## src/rtl/calc_pkg.sv

```systemverilog
// Shared types and default parameters for the calculator control slice.
package calc_pkg;

    localparam int CALC_WIDTH    = 8;
    localparam int CALC_DEBOUNCE = 4;
    localparam int CALC_CNT_W    = 8;

    typedef enum logic [1:0] {
        IDLE = 2'd0,
        OPER = 2'd1,
        SHOW = 2'd2
    } ctrl_state_t;

endpackage

```

## src/rtl/calc_btn_debounce.sv

```systemverilog
// Active-low push-button conditioner: 2-flop synchroniser, stability counter,
// debounced level and a one-cycle press pulse on each accepted 1->0 change.
module calc_btn_debounce #(
    parameter int DEBOUNCE_CYCLES = 4,
    parameter int CNT_W           = 8
) (
    input  logic clk,
    input  logic reset,
    input  logic btn_n,
    output logic press_o
);

    logic             sync1_q, sync1_d;
    logic             sync2_q, sync2_d;
    logic             db_q, db_d;
    logic [CNT_W-1:0] cnt_q, cnt_d;
    logic             press_q, press_d;

    always_comb begin
        sync1_d = btn_n;
        sync2_d = sync1_q;
        db_d    = db_q;
        cnt_d   = '0;
        press_d = 1'b0;
        // The DEBOUNCE_CYCLES-th consecutive differing sample accepts the new level.
        if (sync2_q != db_q) begin
            if (cnt_q == CNT_W'(DEBOUNCE_CYCLES - 1)) begin
                db_d    = sync2_q;
                press_d = ~sync2_q;
            end else begin
                cnt_d = cnt_q + CNT_W'(1);
            end
        end
    end

    always_ff @(posedge clk or posedge reset) begin
        if (reset) begin
            sync1_q <= 1'b1;
            sync2_q <= 1'b1;
            db_q    <= 1'b1;
            cnt_q   <= '0;
            press_q <= 1'b0;
        end else begin
            sync1_q <= sync1_d;
            sync2_q <= sync2_d;
            db_q    <= db_d;
            cnt_q   <= cnt_d;
            press_q <= press_d;
        end
    end

    assign press_o = press_q;

endmodule

```

## src/rtl/calc_ctrl.sv

```systemverilog
// Calculator sequencing controller: button conditioning, entry FSM,
// accumulator strobes, display select and sticky overflow.
module calc_ctrl
    import calc_pkg::*;
#(
    parameter int WIDTH           = CALC_WIDTH,
    parameter int DEBOUNCE_CYCLES = CALC_DEBOUNCE,
    parameter int CNT_W           = CALC_CNT_W
) (
    input  logic       clk,
    input  logic       reset,
    input  logic       plus,
    input  logic       equal,
    input  logic       acc_carry,
    output logic       acc_clr,
    output logic       acc_load,
    output logic       acc_add,
    output logic       disp_sel,
    output logic       ovf,
    output logic [1:0] state_o
);

    if (WIDTH < 1 || DEBOUNCE_CYCLES < 1 || (2 ** CNT_W) <= DEBOUNCE_CYCLES) begin : g_bad_params
        $error("calc_ctrl: illegal WIDTH/DEBOUNCE_CYCLES/CNT_W combination");
    end

    logic plus_ev, equal_ev;

    calc_btn_debounce #(.DEBOUNCE_CYCLES(DEBOUNCE_CYCLES), .CNT_W(CNT_W)) u_plus_db (
        .clk(clk), .reset(reset), .btn_n(plus), .press_o(plus_ev)
    );

    calc_btn_debounce #(.DEBOUNCE_CYCLES(DEBOUNCE_CYCLES), .CNT_W(CNT_W)) u_equal_db (
        .clk(clk), .reset(reset), .btn_n(equal), .press_o(equal_ev)
    );

    ctrl_state_t state_q, state_d;
    logic        clr_pend_q, clr_pend_d;
    logic        acc_clr_q, acc_clr_d;
    logic        acc_load_q, acc_load_d;
    logic        acc_add_q, acc_add_d;
    logic        disp_sel_q, disp_sel_d;
    logic        ovf_q, ovf_d;

    always_comb begin
        state_d    = state_q;
        clr_pend_d = 1'b0;
        acc_clr_d  = 1'b0;
        acc_load_d = 1'b0;
        acc_add_d  = 1'b0;
        disp_sel_d = disp_sel_q;
        ovf_d      = ovf_q;
        if (acc_add_q && acc_carry) ovf_d = 1'b1;

        // The clear is issued once after reset; no event can be debounced that early.
        if (clr_pend_q) begin
            acc_clr_d = 1'b1;
        end else begin
            case (state_q)
                IDLE: begin
                    if (equal_ev) begin
                        acc_load_d = 1'b1;
                        state_d    = SHOW;
                        disp_sel_d = 1'b1;
                    end else if (plus_ev) begin
                        acc_load_d = 1'b1;
                        state_d    = OPER;
                        disp_sel_d = 1'b0;
                    end
                end
                OPER: begin
                    if (equal_ev) begin
                        acc_add_d  = 1'b1;
                        state_d    = SHOW;
                        disp_sel_d = 1'b1;
                    end else if (plus_ev) begin
                        acc_add_d  = 1'b1;
                        disp_sel_d = 1'b0;
                    end
                end
                SHOW: begin
                    if (plus_ev && !equal_ev) begin
                        acc_load_d = 1'b1;
                        state_d    = OPER;
                        disp_sel_d = 1'b0;
                    end
                end
                default: begin
                    state_d    = IDLE;
                    disp_sel_d = 1'b0;
                end
            endcase
        end

        if (acc_load_d || acc_clr_d) ovf_d = 1'b0;
    end

    always_ff @(posedge clk or posedge reset) begin
        if (reset) begin
            state_q    <= IDLE;
            clr_pend_q <= 1'b1;
            acc_clr_q  <= 1'b0;
            acc_load_q <= 1'b0;
            acc_add_q  <= 1'b0;
            disp_sel_q <= 1'b0;
            ovf_q      <= 1'b0;
        end else begin
            state_q    <= state_d;
            clr_pend_q <= clr_pend_d;
            acc_clr_q  <= acc_clr_d;
            acc_load_q <= acc_load_d;
            acc_add_q  <= acc_add_d;
            disp_sel_q <= disp_sel_d;
            ovf_q      <= ovf_d;
        end
    end

    assign acc_clr  = acc_clr_q;
    assign acc_load = acc_load_q;
    assign acc_add  = acc_add_q;
    assign disp_sel = disp_sel_q;
    assign ovf      = ovf_q;
    assign state_o  = state_q;

endmodule

```

## config.mk

```make
export PLATFORM = sky130hd
export DESIGN_NAME = calc_ctrl
export DESIGN_NICKNAME = d
export VERILOG_FILES = /design/src/rtl/calc_pkg.sv /design/src/rtl/calc_btn_debounce.sv /design/src/rtl/calc_ctrl.sv
export SDC_FILE = /design/constraint.sdc
export NUM_CORES = 1
export LEC_CHECK = 0
export ABC_AREA = 1
export ABC_CLOCK_PERIOD_IN_PS = 2700
export CAP_MARGIN = 30
export CORE_MARGIN = 2
export CORE_UTILIZATION = 40
export CTS_CLUSTER_SIZE = 12
export DETAILED_ROUTE_END_ITERATION = 16
export SYNTH_ARGS = -nofsm -noshare
export SYNTH_HDL_FRONTEND = slang
export SYNTH_SLANG_ARGS = --single-unit
```

## constraint.sdc

```tcl
create_clock -name clk -period 2.7 [get_ports clk]
set_input_delay 0.54 -clock clk [delete_from_list [all_inputs] [get_ports clk]]
set_output_delay 0.54 -clock clk [all_outputs]
set_load 0.02 [all_outputs]
```

==> results_dict.tcl <==
set metrics [dict create \
    status "finished, final reports clean" \
    ys_ff_latch 32 \
    synth_area_leaders "dfrtp_1 43%, dfstp_2 13%, nand2_1 8.8%" \
    dpl_cell_area_sq_um 1630 \
    powerDensity_nw_per_um2 753 \
    cts_sinks 32 \
    register_area_sq_um 810 \
    skew_ps 8.11 \
    worst-path-buf-inv 1 \
    boundaryPins 12 \
    cp_top_family "buffers and inverters" \
    path_cells "clkdlybuf4s50_1" \
    critPathMaxStageDelay_ps 630 \
    seqPwrFrac 0.501 \
    syn_nets 168 \
    dieArea_sq_um 4140 \
    cp.required_ps 2160 \
    drc 0 \
    diodes 0 \
    crit_type "register to output pin" \
    viasPerCell 4.53 \
    routed_wl_mm 2.36 \
    cts_made_buffers 5 \
    synth_warnings 0 \
    synthMuxAreaShare 0 \
    die_w_um 64.3 \
    hold_class "register to register" \
    synth-compound-area-share 0.0361 \
    dp_hpwl_mm 1.78 \
    antenna_found_initial 0 \
    tns_ps 0 \
    finalHoldViolCount 0 \
    postCtsSetupBuffers 0 \
    r2r_end "u_plus_db.cnt_q[6]" \
    multiInputGateArea_sq_um 571 \
    coreArea_sq_um 3420 \
    yosysTopAreaCell "dfrtp_1" \
    yosys-top-cells-count "34 x nand2_1, 29 x nor2_1, 25 x dfrtp_1" \
    synth_area_per_cell_sq_um 9.04 \
    crit_slowest_cell "clkdlybuf4s50_1" \
    cts.reportedPaths.clkPinSlew_ps 90 \
    r2r_slack_ps 1530 \
    pre_cts_ws_ps 1130 \
    clkPwrFrac 0.236 \
    drive_above_1_share 0.210 \
    synth_xor_area_frac 0.0482 \
    synth_top_area_share 0.430 \
    synth-edff-count 0 \
    n_fill_cell 350 \
    fin_ws_ps 788 \
    synth_flop_cell "dfrtp_1" \
    rsz0062_at_grt "no" \
    start_util 0.426 \
    synth_top_family_by_area "simple AND/OR/NAND/NOR gates" \
    synth_most_common_cell "nand2_1" \
    synth_cell_types 22 \
    cts_resized 0 \
    drt-wirelength-per-cell_um 10.4 \
    finalNetCount 187 \
    end_kind "output pin" \
    vdd_ir_drop_max_v 0.000356 \
    postCtsHoldBufs 0 \
    syn_inst 161 \
    power_frac_comb 0.263 \
    p_int_mw 0.857 \
    grt_usage 0.143 \
    drt-initial-drc-count 51 \
    place_congestion 0.778 \
    hold_ws_ps 356 \
    drtPass1Iterations 4 \
    whs_endpoint "u_equal_db.sync2_q" \
    num_vias 1029 \
    setup_viol 0 \
    critPathLaunchType "register" \
    yosys.area_share.adder 0.0172 \
    period_needed_ps 1910 \
    num_rows 21 \
    io_buffers 11 \
    stdcell_area_sq_um 1700 \
    die_y_um 64.3 \
    synthArstFlopShare 1.00 \
    cts_root_buf "clkbuf_4" \
    grt_max_degree 33 \
    r2r.worst_path.cells 5 \
    min_period_over_period 0.708 \
    arrival_ps 1370 \
    timing.rr.start "u_plus_db.cnt_q[0]" \
    drtAntennaViolNets 0 \
    overflow 0 \
    p_leak_nw 0.763 \
    p_sw_frac 0.330 \
    insertion_delay_ps 330 \
    clk_path_buf_depth 2 \
    syn_area_sq_um 1460 \
    grt_pass1_vias 1072 \
    fmax_mhz 523 \
    synth-simple-area-share 0.288 \
    grt_pass1_wl_mm 4.45 \
    switchingPower_mw 0.423 \
    maxCapViolCount 0 \
    tritoncts "yes" \
    slew_violations 0 \
    crit_fanout 5 \
    yosysSeqAreaShare 0.556 \
    htreeDepth 2 \
    area_growth_pct 16.8 \
    whs_path_depth 0 \
    hp-start "u_equal_db.sync1_q" \
]
metrics by stage:
| stage | power [mW] | instances | utilization |
|---|---|---|---|
| floorplan | 0.887 | 161 | - |
| global placement | 0.980 | 219 | 0.477 |
| detailed placement | 0.994 | 219 | 0.477 |
| CTS | 1.31 | 227 | 0.497 |
| global route | 1.39 | 227 | 0.497 |
| finish | 1.28 | 227 | 0.497 |
cell usage in the layout, fill, tap and decap left out:
cell type,count
dfstp_2,7
o21bai_1,2
clkbuf_4,5
a21oi_1,4
nor2_2,6
inv_2,5
nand3_2,2
nand2_2,4
nor4_1,1
nand4_1,1
clkbuf_8,2
clkbuf_1,1
xnor2_1,2
ha_1,2
inv_1,13
nor3_2,2
nand3_1,9
conb_1,1
nor2_4,2
nor2_1,29
nand2_1,34
dfrtp_1,25
a21oi_2,2
clkdlybuf4s50_1,11
buf_4,1
xor2_1,6
clkinv_1,2
final cells by class:
cell class,instances,area share
sequential,32,0.476
multi-input combinational,109,0.336
timing repair buffer,12,0.0692
inverter,20,0.0442
clock buffer,8,0.0405
tap,46,0.0339
worst max path at each step:
stage,startpoint,end,slack (ps),cells after the start
5_1_grt,state_o[1],state_o[1],710,1
2_1_floorplan,reset,acc_add,1480,1
3_5_place_dp,state_o[1],state_o[1],1130,1
4_1_cts,state_o[1],state_o[1],760,1
6_report,state_o[1],state_o[1],790,1
3_3_place_gp,state_o[1],state_o[1],1150,1
per-layer routing:
metal / up-vias / share of wire / global-route usage
li1: 533 / - / -
met1: 484 / 0.43 / 0.163
met2: 8 / 0.53 / 0.230
met3: 4 / 0.031 / 0.0687
met4: 0 / 0.012 / 0.0559
met5: - / 0 / 0
cells by family (layout without fill, tap and decap cells):
kind of cell | count (synthesis) | after routing
AND/OR/NAND/NOR | 90 | 90
XOR/XNOR | 8 | 8
AO/OA/AOI/OAI | 8 | 8
buffers and inverters | 20 | 40
flip-flops | 32 | 32
adder cells (fa/ha/maj) | 2 | 2
other | 1 | 1
power groups by stage:
stage | clock network, mW | registers, mW | logic, mW
floorplan | 0 | 0.664 | 0.223
global placement | 0 | 0.644 | 0.336
detailed placement | 0 | 0.651 | 0.343
CTS | 0.320 | 0.642 | 0.344
global route | 0.348 | 0.651 | 0.388
finish | 0.302 | 0.641 | 0.337
Note: power is estimated with default switching activity, not from simulation.
==> RTL edit, RTL diff (same settings) <==
The output `acc_clr` loses its register stage (`acc_clr_q` becomes a continuous assignment).
--- a/src/rtl/calc_ctrl.sv
+++ b/src/rtl/calc_ctrl.sv
@@ -99,7 +99,6 @@
         if (reset) begin
             state_q    <= IDLE;
             clr_pend_q <= 1'b1;
-            acc_clr_q  <= 1'b0;
             acc_load_q <= 1'b0;
             acc_add_q  <= 1'b0;
             disp_sel_q <= 1'b0;
@@ -107,13 +106,14 @@
         end else begin
             state_q    <= state_d;
             clr_pend_q <= clr_pend_d;
-            acc_clr_q  <= acc_clr_d;
             acc_load_q <= acc_load_d;
             acc_add_q  <= acc_add_d;
             disp_sel_q <= disp_sel_d;
             ovf_q      <= ovf_d;
         end
     end
+
+    assign acc_clr_q = acc_clr_d;
 
     assign acc_clr  = acc_clr_q;
     assign acc_load = acc_load_q;
Function: changed (Yosys sat finds a counterexample within 4 cycles, from zero or initial values and one cycle with reset high).
==> RTL edit against the original RTL <==
- setup slack worse by 0.14 ns
- design area decreased by 2.7%
- critical path depth unchanged
- critical endpoint is now acc_clr
- non-clock buffer count stayed put
- sequential cell count fell by 1
- core utilization down 0.94 points
- sequential power is 2% lower
- power down 5.3%
- area after synthesis fell by 1.7%
- critical path type unchanged
- routed wire length down 8.6%
- largest power group unchanged
==> RTL edit: results (changes against the original RTL) <==
| Metric | Value |
|---|---|
| Most frequent cells after synthesis | nand2_1, nor2_1, dfrtp_1 |
| Largest cells by area after synthesis | dfrtp_1, dfstp_2, nand2_1 |
| Layout Nets | 186 (-0.53%) |
| Ys Warns | 0 (unchanged) |
| Num CTS Buffers | 5 (unchanged) |
| Root buffer cell | clkbuf_4 |
| Slowest CP cell | clkdlybuf4s50_1 |
| Synth cell types | 22 (unchanged) |
| Initial drt markers | 31 (-39%) |
| Crit path max-delay family | buffers and inverters |
| Routability cong. | 0.8360 (+7.4%) |
| Reg2reg end | u_plus_db.cnt_q[3]$_DFF_PP0_ |
| Hold Crit Start | u_plus_db.sync1_q$_DFF_PP1_ |
| Post-CTS Setup Bufs | 0 (unchanged) |
| Hold Path Class | reg -> reg |
| R2r setup slk | 1.56 ns (+0.03 ns) |
| First-pass GRT wire length | 4.008 mm (-9.9%) |
| Resized Gates After CTS | 0 (unchanged) |
| Asr flop ratio synth | 100.0% (unchanged) |
| CP max stage delay | 0.62 ns |
| PortBufs | 11 (unchanged) |
| Min Hold Slack | 0.3614 ns (+0.005354 ns) |
| Clock Latency Late Sink | 0.33 ns (about the same) |
| Vias per cell | 4.619 (+1.9%) |
| Data arrival time of the critical path | 1.52 ns (+0.15 ns) |
| DR WL/cell | 9.535 microns (-8.2%) |
| LEAKAGE | 0.7393 nW (-3.1%) |
| Ratio of cells with drive above 1 in the final layout | 20.00% (-0.99 points) |
| Endpoint, Worst Hold | u_plus_db.sync2_q$_DFF_PP1_ |
| Max Buffers Root-to-Sink | 2 (unchanged) |
| H-tree depth | 2 (unchanged) |
| Initial antenna violation count | 0 (unchanged) |
| Primary FF master, synth | dfrtp_1 |
| Clock Pin Slew Worst Setup and Hold Paths | 0.08 ns |
| Hold Crit Depth | 0 (unchanged) |
| Peak supply drop | 0.3265 mV (-8.3%) |
| Post-detail-place hpwl | 1.620 mm (-8.9%) |
| FF-to-FF Start | u_plus_db.db_q$_DFFE_PP1P_ |
| R2R depth | 3 (-2) |
| Syn Nets | 167 (-0.60%) |
| DR pass1 iterations | 4 (unchanged) |
| Layout Skew | 0.009885 ns (+0.001778 ns) |
| Register area share after synthesis | 54.86% (-0.78 points) |
| Total GRT Usage | 12.87% (-1.4 points) |
| Worst Path Max Fanout | 5 (unchanged) |
| Switch share | 34.60% (+1.6 points) |
| Outcome | complete, no violations |
| Pin count of the biggest net entering global routing | 32 (-3.0%) |
| Placed instance area | 1605 sq um (-1.5%) |
| Diode count | 0 (unchanged) |
| Vias in the first global route | 984 (-8.2%) |
RTL edit: changes by cell type in the layout (fill, tap and decap cells not counted):
cell / before / now
clkbuf_1: 1 / 3
clkbuf_8: 2 / 0
dfrtp_1: 25 / 24
RTL edit: area by class of cell:
class                           instances  area, sq um
Tap cell                               46        57.56
Fill cell                             325         1735
Clock buffer                            8        48.80
Timing Repair Buffer                   12        117.6
Sequential cell                        31        784.5
Inverter                               20        75.07
Multi-Input combinational cell        109        570.5
RTL edit: metrics by stage:
stage / power, W / utilization (%) / instances / worst slack, ns
after CTS: 0.001235 / 48.80 / 226 / 0.6213
after global routing: 0.001313 / 48.80 / 226 / 0.5907
after detailed placement: 0.0009764 / 47.36 / 218 / 0.9952
after floorplan: 0.0008708 / - / 160 / 1.509
final: 0.001212 / 48.80 / 226 / 0.6431
after global placement: 0.0009624 / 47.36 / 218 / 1.021
RTL edit: logic make-up after synthesis:
| logic type | share of synthesized area [%] |
|---|---|
| and+or+nand+nor | 29.31 |
| DFF | 54.86 |
| buffers and inverters | 5.250 |
| AOI/OAI and AO/OA | 3.675 |
| xor gates and xnor gates | 4.900 |
| adders and majority gates | 1.750 |
| other | 0.2622 |
RTL edit: worst max path at each step:
stage	startpoint	endpoint	slack, ns	cells after the start
after floorplan	reset	acc_add$_DFF_PP0_	1.51	1
after global placement	clr_pend_q$_DFF_PP1_	acc_clr	1.02	1
after detailed placement	clr_pend_q$_DFF_PP1_	acc_clr	1.0	1
after CTS	clr_pend_q$_DFF_PP1_	acc_clr	0.62	1
after global routing	clr_pend_q$_DFF_PP1_	acc_clr	0.59	1
final	clr_pend_q$_DFF_PP1_	acc_clr	0.64	1
RTL edit: power by group through the flow:
stage               sequential [W]  combinational, W  clock [W]
floorplan                 0.000648          0.000223          0
CTS                       0.000625          0.000345   0.000265
finish                    0.000625          0.000338   0.000249
global route              0.000636          0.000391   0.000286
global placement          0.000628          0.000335          0
detailed placement        0.000633          0.000344          0
RTL edit: metal layers:
| metal | vias up | wire [microns] | track usage, % |
|---|---|---|---|
| li1 | 531 | - | - |
| met1 | 485 | 961 | 15.23 |
| met2 | 20 | 1032 | 20.05 |
| met3 | 8 | 109 | 5.282 |
| met4 | 0 | 53 | 6.522 |
| met5 | - | 0 | 0 |
